## src/rtl/data_wbuf_pkg.sv

```systemverilog
// Shared types and constants for the data-side write buffer.
package data_wbuf_pkg;

  localparam int DEPTH_DEF = 4;
  localparam int DW        = 32;
  localparam int CORE_AW   = 30;

  // Address is stored zero-extended to the full core width so the struct is
  // independent of the memory address width chosen at instantiation.
  typedef struct packed {
    logic [CORE_AW-1:0] addr;
    logic [DW-1:0]      data;
    logic               valid;
  } wbuf_entry_t;

endpackage

```

## src/rtl/data_wbuf_fifo.sv

```systemverilog
// Circular write-buffer FIFO with per-entry address compare and youngest-match lookup.
module wbuf_fifo
  import data_wbuf_pkg::*;
#(
  parameter int DEPTH = DEPTH_DEF
) (
  input  logic               CLK,
  input  logic               RST,
  input  logic               push,
  input  logic [CORE_AW-1:0] push_addr,
  input  logic [DW-1:0]      push_data,
  input  logic               pop,
  output logic [CORE_AW-1:0] head_addr,
  output logic [DW-1:0]      head_data,
  input  logic [CORE_AW-1:0] cmp_addr,
  output logic               hit,
  output logic [DW-1:0]      hit_data,
  output logic               empty
);

  localparam int PW = $clog2(DEPTH);
  localparam logic [PW:0] FULL_CNT = (PW+1)'(DEPTH);

  wbuf_entry_t      entry_reg [DEPTH];
  logic [PW-1:0]    head_reg;
  logic [PW-1:0]    tail_reg;
  logic [PW:0]      count_reg;
  logic [DEPTH-1:0] match;
  logic             full;
  logic             push_ok;
  logic             pop_ok;

  assign empty     = (count_reg == '0);
  assign full      = (count_reg == FULL_CNT);
  assign pop_ok    = pop && !empty;
  assign push_ok   = push && (!full || pop_ok);
  assign head_addr = entry_reg[head_reg].addr;
  assign head_data = entry_reg[head_reg].data;

  for (genvar gi = 0; gi < DEPTH; gi++) begin : g_cmp
    assign match[gi] = entry_reg[gi].valid && (entry_reg[gi].addr == cmp_addr);
  end

  // Walk entries oldest to youngest so the last hit seen is the youngest.
  always_comb begin
    logic [PW-1:0] idx;
    hit      = 1'b0;
    hit_data = '0;
    idx      = '0;
    for (int k = 0; k < DEPTH; k++) begin
      idx = head_reg + k[PW-1:0];
      if (match[idx]) begin
        hit      = 1'b1;
        hit_data = entry_reg[idx].data;
      end
    end
  end

  always_ff @(posedge CLK) begin
    if (RST) begin
      head_reg  <= '0;
      tail_reg  <= '0;
      count_reg <= '0;
      for (int k = 0; k < DEPTH; k++) begin
        entry_reg[k] <= '0;
      end
    end else begin
      if (pop_ok) begin
        entry_reg[head_reg].valid <= 1'b0;
        head_reg                  <= head_reg + 1'b1;
      end
      // When full, tail equals head: the push below overrides the pop's invalidate.
      if (push_ok) begin
        entry_reg[tail_reg] <= '{addr: push_addr, data: push_data, valid: 1'b1};
        tail_reg            <= tail_reg + 1'b1;
      end
      case ({push_ok, pop_ok})
        2'b10:   count_reg <= count_reg + 1'b1;
        2'b01:   count_reg <= count_reg - 1'b1;
        default: count_reg <= count_reg;
      endcase
    end
  end

endmodule

```

## src/rtl/data_wbuf.sv

```systemverilog
// Data-side write buffer: posted core writes drain to memory when the port is free,
// reads are forwarded from the buffer or, on a miss, take priority on the memory port.
module data_wbuf
  import data_wbuf_pkg::*;
#(
  parameter int AW    = 10,
  parameter int DEPTH = DEPTH_DEF
) (
  input  logic          CLK,
  input  logic          RST,
  input  logic          DREQ,
  input  logic          DRW,
  input  logic [29:0]   DADDR,
  input  logic [31:0]   DWDATA,
  output logic [31:0]   DRDATA,
  output logic          MREQ,
  output logic          MWE,
  output logic [AW-1:0] MADDR,
  output logic [31:0]   MWDATA,
  input  logic [31:0]   MRDATA,
  input  logic          FLUSH,
  output logic          EMPTY
);

  logic               rd;
  logic               wr;
  logic               rd_miss;
  logic               drain;
  logic               hit;
  logic               fifo_empty;
  logic [DW-1:0]      hit_data;
  logic [CORE_AW-1:0] core_addr;
  logic [CORE_AW-1:0] head_addr;
  logic [DW-1:0]      head_data;
  logic [DW-1:0]      drdata_reg;
  logic               rd_pend_reg;
  logic               unused_bits;

  assign rd        = DREQ && !DRW;
  assign wr        = DREQ && DRW;
  assign core_addr = {{(CORE_AW-AW){1'b0}}, DADDR[AW-1:0]};

  // Drain already runs whenever the port is free, so FLUSH needs no extra logic.
  assign unused_bits = ^{DADDR[29:AW], head_addr[CORE_AW-1:AW], FLUSH};

  wbuf_fifo #(.DEPTH(DEPTH)) u_fifo (
    .CLK       (CLK),
    .RST       (RST),
    .push      (wr && !RST),
    .push_addr (core_addr),
    .push_data (DWDATA),
    .pop       (drain),
    .head_addr (head_addr),
    .head_data (head_data),
    .cmp_addr  (core_addr),
    .hit       (hit),
    .hit_data  (hit_data),
    .empty     (fifo_empty)
  );

  assign rd_miss = rd && !hit && !RST;
  assign drain   = !RST && !rd_miss && !fifo_empty;
  assign EMPTY   = fifo_empty;

  always_comb begin
    MREQ   = rd_miss || drain;
    MWE    = drain;
    MADDR  = '0;
    MWDATA = '0;
    if (rd_miss) begin
      MADDR = DADDR[AW-1:0];
    end else if (drain) begin
      MADDR  = head_addr[AW-1:0];
      MWDATA = head_data;
    end
  end

  // A miss returns MRDATA one cycle after issue; pass it straight through that
  // cycle and latch it so DRDATA holds afterwards. Hits land via the register.
  assign DRDATA = rd_pend_reg ? MRDATA : drdata_reg;

  always_ff @(posedge CLK) begin
    if (RST) begin
      drdata_reg  <= '0;
      rd_pend_reg <= 1'b0;
    end else begin
      rd_pend_reg <= rd_miss;
      if (rd && hit) begin
        drdata_reg <= hit_data;
      end else if (rd_pend_reg) begin
        drdata_reg <= MRDATA;
      end
    end
  end

endmodule
```

## config.mk

```make
export PLATFORM = sky130hd
export DESIGN_NAME = data_wbuf
export DESIGN_NICKNAME = d
export VERILOG_FILES = /design/src/rtl/data_wbuf_pkg.sv /design/src/rtl/data_wbuf_fifo.sv /design/src/rtl/data_wbuf.sv
export SDC_FILE = /design/constraint.sdc
export NUM_CORES = 1
export LEC_CHECK = 0
export CAP_MARGIN = 20
export CORE_ASPECT_RATIO = 0.75
export CORE_MARGIN = 2
export CORE_UTILIZATION = 50
export CTS_BUF_LIST = sky130_fd_sc_hd__clkbuf_4 sky130_fd_sc_hd__clkbuf_8
export CTS_CLUSTER_DIAMETER = 150
export DETAILED_ROUTE_END_ITERATION = 8
export GPL_TIMING_DRIVEN = 0
export PLACE_DENSITY_LB_ADDON = 0.3
export RECOVER_POWER = 100
export SLEW_MARGIN = 20
export SYNTH_ARGS = -nofsm -noshare
export SYNTH_HDL_FRONTEND = slang
export SYNTH_HIERARCHICAL = 1
export SYNTH_SLANG_ARGS = --single-unit
```

## constraint.sdc

```tcl
create_clock -name CLK -period 5.2 [get_ports CLK]
set_clock_uncertainty 0.15 [all_clocks]
set_input_delay 0.52 -clock CLK [delete_from_list [all_inputs] [get_ports CLK]]
set_output_delay 0.52 -clock CLK [all_outputs]
set_load 0.02 [all_outputs]
```

## Yosys cells after proc, flatten, opt, wreduce, memory -nomap -nowiden

Memories as Yosys holds them, arrays and structs flattened. A register that Yosys moved wholly into a read port is not among the register bits.
Cells that the tools add are included.

- Register bits: 40
- RAM bits: 172
- Input port bits: 99
- Output and inout port bits: 77
- Logic and storage cells: 88
- Memories kept: 1

Memories:

| memory | depth | bits a word | rd ports | clocked after memory_dff | wr ports | line | RTL |
|---|---|---|---|---|---|---|---|
| u_fifo.entry_reg | 4 | 43 | 8 | 1 | 4 | data_wbuf_fifo.sv:24 | `wbuf_entry_t entry_reg [DEPTH];` |

- $add $sub $neg: 6
- Magnitude comparators: 4
- Equal/unequal tests: 7
- Mux-type cells: 39
- Reductions and logical operators: 26

Operator list:

| cell | number |
|---|---|
| two-way mux 32 bit | 8 |
| equality test 30 x 10 -> 1 bit | 4 |
| two-way mux 43 bit | 2 |
| OR reduction 43 bit | 2 |
| two-way mux 10 bit | 2 |
| two-way mux 1 bit | 17 |
| logical AND 1 bit | 14 |
| < comparator 2 x 3 -> 1 bit, second input constant | 4 |
| two-way mux 2 bit | 5 |
| binary-select mux 1 bit (select 2 bit) | 4 |
| logical NOT 1 bit | 6 |
| one-hot mux 3 bit (2 select lines) | 1 |
| adder 2 x 1 -> 2 bit, second input constant | 2 |
| adder 2 bit, second input constant | 2 |
| adder 3 x 1 -> 3 bit, second input constant | 1 |
| equality test 3 bit, second input constant | 1 |
| logical NOT 3 bit | 1 |
| subtractor 3 x 1 -> 3 bit, second input constant | 1 |
| equality test 2 x 1 -> 1 bit, second input constant | 1 |
| equality test 2 bit, second input constant | 1 |
| logical OR 1 bit | 2 |
| nonzero test 2 bit | 1 |

## Longest topological paths before layout

Gate-level depths: netlist of the first run.
An unclocked memory read counts as a cell.

- Word-level depth: 23
- Depth in mapped cells: 17
- Depth with buffers taken out: 14

## By module

The synthesis of the first run kept the hierarchy.

By module, submodules not included:

| module | instances | cells each | area each (sq um) |
|---|---|---|---|
| wbuf_fifo | 1 | 1249 | 15742.6 |
| data_wbuf | 1 | 242 | 2152.1 |

## Least setup slack after synthesis of the first run

Ideal clock, no wire load.

- Path kind: in2reg
- Start point: input DADDR[6]
- End point: memory u_fifo/entry_reg[3][10] (netlist name), enable pin
- Data arrival time: 4296 ps
- Path slack: 361 ps
- Stages: 14
- Buffers on the path: 3
- Path through: xor2_1 -> nor4_1 -> nand4_1 -> or4_4 -> nand4b_1 -> or3b_1 -> buf_6 -> clkbuf_1 -> and2_1 -> o41ai_1 -> nor2_1 -> clkbuf_1 -> and2_1 -> or2_2

RTL lines:

| item | line | RTL |
|---|---|---|
| start, declared | data_wbuf.sv:13 | `input logic [29:0] DADDR,` |
| end, declared | data_wbuf_fifo.sv:24 |  |

==> results of run 1 <==
metrics by stage:
step / total power [mW] / hold slack (ns) / utilization, %
2_1_floorplan: 3.15 / 0.309 / -
3_3_place_gp: 3.43 / 0.328 / 58.3
3_5_place_dp: 3.46 / 0.335 / 58.6
4_1_cts: 5.64 / 0.349 / 61.9
5_1_grt: 5.81 / 0.353 / 61.6
6_report: 5.63 / 0.354 / 61.6
layer usage:
metal	vias up	routed length, um
li1	6267	-
met1	6853	22100
met2	990	24100
met3	173	8110
met4	4	1720
met5	-	26
layout make-up:
class                           count  area (um^2)
Antenna cell                        3         7.51
Buffer                            142          598
Clock buffer                       71          883
Clock inverter                     21          178
Fill cell                        2802        13300
Inverter                           44          165
Multi-Input combinational cell   1145         8840
Sequential cell                   294         8370
Tap cell                          457          572
Timing Repair Buffer              166         1680
path summary, 6_finish.rpt:
check / from / cells past startpoint / end
worst max-delay path: u_fifo/entry_reg[3][36] / 10 / MWDATA[22]
worst min-delay path: DADDR[8] / 2 / u_fifo/entry_reg[1][41]
worst max register to register: u_fifo/entry_reg[3][36] / 16 / u_fifo/entry_reg[2][9]
worst min register to register: u_fifo/entry_reg[1][0] / 1 / u_fifo/entry_reg[1][0]
where the power goes:
group          internal (mW)  switching [mW]
clock network           1.24           0.955
registers               2.65          0.0631
logic                  0.299           0.420
total                   4.19            1.44
worst reg2reg max path: stages, from the launching register on:
cell and delay [ns]:
edfxtp_1 0.46, xor2_1 0.21, nor4_4 0.38, nand4_1 0.16, or4_4 0.56, nand4b_1 0.29, or3b_1 0.19, buf_6 0.19
clkbuf_2 0.26, and2_1 0.24, o41ai_2 0.16, nor2_2 0.15, buf_4 0.20, clkbuf_2 0.26, and2_0 0.37, or2_4 0.21
buf_12 0.24
timing repair:
action,in CTS,in global routing
buffers inserted,5,3
cloned,3,0
endpoints found under the hold margin,0,0
gates resized for setup,16,16
endpoints found under the setup margin,466,330
pin swaps,3,0
==> results_dict.tcl, run 1 <==
set metrics [dict create \
    clock_latency_ns 0.58 \
    gr-usage-met3_pct 9.55 \
    syn_area_per_cell_um2 11.9 \
    cp_slowest_stage_delay_ns 0.68 \
    leakage_nw 8.89 \
    most-common-layout-cells "and3_1 (280), edfxtp_1 (248), conb_1 (154)" \
    hold_class "in -> reg" \
    grt_use_total_pct 30.5 \
    die_w_um 220 \
    drtIter0Drc 1884 \
    core_area_mm2 0.0345 \
    grt_pass1_wl_um 83400 \
    arrival_ns 4.39 \
    path_clk_slew_ns 0.06 \
    crit_path_end_kind "primary output" \
    tightest_slew_ns 1.21 \
    clock_sinks 294 \
    netlist_area_mm2 0.0174 \
    slew_violations 0 \
    r2r_slack_ns 0.16 \
    grt_max_degree 46 \
    rsz0062_at_grt "no" \
    clockBufferDepth 3 \
    dp_slack_ns -2.22 \
    power.density_mw_per_mm2 264 \
    crit_path_max_fanout 10 \
    yosysWarnings 6 \
    setup_viol 0 \
    ant_nets 0 \
    final_common_cell "and3_1" \
    drive_above_1_share_pct 13.7 \
    drv_cap 0 \
    die-height_um 166 \
    drc_errors 0 \
    cts-root-buf "clkbuf_8" \
    status "finished clean" \
    routed-via-count 14300 \
    area_growth_syn_to_layout_pct 22.1 \
    fmax_mhz 198 \
    synthCells 1469 \
    path_cells "xor2_1, nor4_4, nand4_1, or4_4, nand4b_1, or3b_1, buf_6, clkbuf_1, and3_1, dlygate4sd3_1" \
    use_met2_pct 44.5 \
    dieArea_mm2 0.0364 \
    cp.required_ns 4.53 \
    final_cells 2343 \
    finalCriticalPeriod_ns 5.06 \
    fp-row-count 59 \
    grt_overflow 0 \
    wire_per_inst_um 23.9 \
    cpLargestDelayFamily "simple AND/OR/NAND/NOR gates" \
    place.gp.congestion 0.934 \
    grt.busiest_layer "met2" \
    cts_tree "yes" \
    finalCritPeriodShare_pct 97.3 \
    dp_hpwl_um 39200 \
    placedInstanceArea_mm2 0.0202 \
    setup_ws_ns 0.142 \
    antenna_found_initial 4 \
    dp_cells 2237 \
    port_buffers 154 \
    critPathKind "reg -> out" \
    pin_count 176 \
    start_util_pct 50.5 \
    start_kind "register" \
    postCtsHoldBufs 0 \
    wl_um 56100 \
    cp_slowest_cell "dlygate4sd3_1" \
    hold_violations 0 \
    fin_nets 1946 \
    cts_buffers 49 \
    ir_drop_uv 135 \
    h-tree-depth 2 \
    largest_reg_flops 252 \
    via_per_inst 6.10 \
    grt_pass1_vias 13800 \
    crit_buf_inv 3 \
    use_met1_pct 43.8 \
    relSlewSlack_pct 18.7 \
    first_pass_iters 7 \
    fin_setup_tns_ns 0 \
    final_cell_area_mm2 0.0213 \
]
(Power assumes the default switching activity.)
==> run 2: changes to the inputs <==
==> constraint.sdc (replaced) <==
create_clock -name CLK -period 6.3 [get_ports CLK]
set_clock_uncertainty 0.15 [all_clocks]
set_input_delay 0.63 -clock CLK [delete_from_list [all_inputs] [get_ports CLK]]
set_output_delay 0.63 -clock CLK [all_outputs]
set_load 0.02 [all_outputs]
==> results_dict.tcl, run 2 (same netlist as run 1, synthesis figures left out) <==
set metrics [dict create \
    p_int_mw 3.46 \
    cp_slowest_cell "nor4_1" \
    critPathKind "in -> reg" \
    grt_overflow 0 \
    most-common-layout-cells "and3_1 (280), edfxtp_1 (248), conb_1 (154)" \
    cts-root-buf "clkbuf_8" \
    grt_pass1_wl_um 82600 \
    rsz0062_at_grt "no" \
    hold_class "reg -> reg" \
    cp.required_ns 6.42 \
    netSwitchingFraction_pct 25.4 \
    drc_errors 0 \
    placedInstanceArea_mm2 0.0202 \
    dp_cells 2237 \
    relSlewSlack_pct 21.1 \
    hold_violations 0 \
    via_per_inst 6.03 \
    final_cells 2336 \
    setup_viol 0 \
    grt_use_total_pct 30.1 \
    wl_um 55200 \
    routed-via-count 14100 \
    r2r-end "u_fifo/entry_reg[2][9]" \
    hold_slack_ns 0.352 \
    cp_slowest_stage_delay_ns 0.83 \
    dieArea_mm2 0.0364 \
    place.gp.congestion 0.934 \
    switchingPower_mw 1.18 \
    clock_sinks 294 \
    drv_cap 0 \
    whs_path_depth 1 \
    crit_buf_inv 6 \
    final_common_cell "and3_1" \
    grt_max_degree 46 \
    cts_buffers 49 \
    start_util_pct 50.5 \
    die-height_um 166 \
    port_buffers 154 \
    pin_count 176 \
    worstHoldStart "u_fifo/entry_reg[1][0]" \
    n_fill_cell 2793 \
    largest_reg_flops 252 \
    leakage_nw 8.84 \
    clockBufferDepth 3 \
    fp-row-count 59 \
    die_w_um 220 \
    path_clk_slew_ns 0.06 \
    r2r_slack_ns 0.54 \
    r2r_start "u_fifo/entry_reg[0][38]" \
    slew_violations 0 \
    clkPwrFrac_pct 39.1 \
    crit_path_max_fanout 42 \
    drive_above_1_share_pct 13.6 \
    power.density_mw_per_mm2 218 \
    fmax_mhz 162 \
    core_area_mm2 0.0345 \
    drtIter0Drc 1960 \
    wire_per_inst_um 23.6 \
    ir_drop_uv 110 \
    fin_nets 1939 \
    finalCriticalPeriod_ns 6.16 \
    fin_util_pct 61.6 \
    clock_latency_ns 0.59 \
    status "finished clean" \
    tightest_slew_ns 1.18 \
    seqPwrFrac_pct 48.2 \
    min_to "u_fifo/entry_reg[1][0]" \
    antenna_found_initial 5 \
    finalCritPeriodShare_pct 97.7 \
    cts_tree "yes" \
    reg2regPathDepth 16 \
    path_cells "clkdlybuf4s50_1, xnor2_1, nand4_1, nor4_1, nand2_1, nand4b_1, or3b_1, buf_6, clkbuf_1, and2_1, o41ai_2, nor2_2, buf_4, clkbuf_1, and2_1, or2_4, buf_12" \
    start_kind "primary input" \
    crit_path_end_kind "register" \
    grt_pass1_vias 13700 \
    area_growth_syn_to_layout_pct 22.0 \
    fin_setup_tns_ns 0 \
    h-tree-depth 2 \
    pwr-share-comb_pct 12.7 \
    first_pass_iters 6 \
    cpLargestDelayFamily "simple AND/OR/NAND/NOR gates" \
    ant_nets 0 \
    final_cell_area_mm2 0.0213 \
    arrival_ns 6.27 \
    dp_hpwl_um 39200 \
]
run 2: power by group through the flow:
stage,sequential (mW),clock [mW],combinational (mW)
6_report,2.24,1.81,0.589
3_3_place_gp,2.27,0,0.563
5_1_grt,2.24,1.92,0.628
4_1_cts,2.23,1.83,0.587
3_5_place_dp,2.27,0,0.581
2_1_floorplan,2.25,0,0.345
run 2: per-stage QoR:
stage | worst slack, ns | power [mW]
after floorplan | 1.35 | 2.60
after global placement | -1.86 | 2.83
after detailed placement | -1.23 | 2.85
after CTS | 0.192 | 4.65
after global routing | 0.0143 | 4.79
final | 0.144 | 4.64
run 2: layout make-up:
class                   instances  area (um^2)  share of cell area, %
clock inverters                21          178                  0.835
inverters                      44          165                  0.776
flip-flops and latches        294         8370                   39.3
diodes                          3         7.51                 0.0353
multi-input cells            1142         8850                   41.6
well taps                     457          572                   2.69
repair buffers                162         1650                   7.76
plain buffers                 142          598                   2.81
clock buffers                  71          883                   4.15
run 2: per-layer routing:
layer	share of wire, %	global-route usage [%]	wire length, um
met5	0.042	0	23
met4	2.5	8.64	1380
met3	15	9.15	8100
met2	43	43.9	23700
met1	40	43.6	22000
run 2: timing repair:
| item | in CTS | in global routing |
|---|---|---|
| hold endpoints to repair | 0 | 0 |
| setup buffers | 4 | 0 |
| setup endpoints to repair | 370 | 75 |
| gates cloned | 0 | 0 |
| pin swaps | 1 | 0 |
| hold buffers | 0 | 0 |
| gates resized for setup | 3 | 1 |
run 2: worst max path at each step:
stage | from | endpoint | slack, ns | depth (start not counted)
floorplan | DADDR[6] | u_fifo/entry_reg[3][10] | 1.35 | 14
CTS | DADDR[8] | u_fifo/entry_reg[0][18] | 0.19 | 17
finish | DADDR[7] | u_fifo/entry_reg[2][9] | 0.14 | 17
detailed placement | DADDR[9] | u_fifo/entry_reg[0][11] | -1.23 | 16
global placement | DADDR[9] | u_fifo/entry_reg[0][11] | -1.86 | 15
global route | DADDR[7] | u_fifo/entry_reg[2][2] | 0.01 | 17
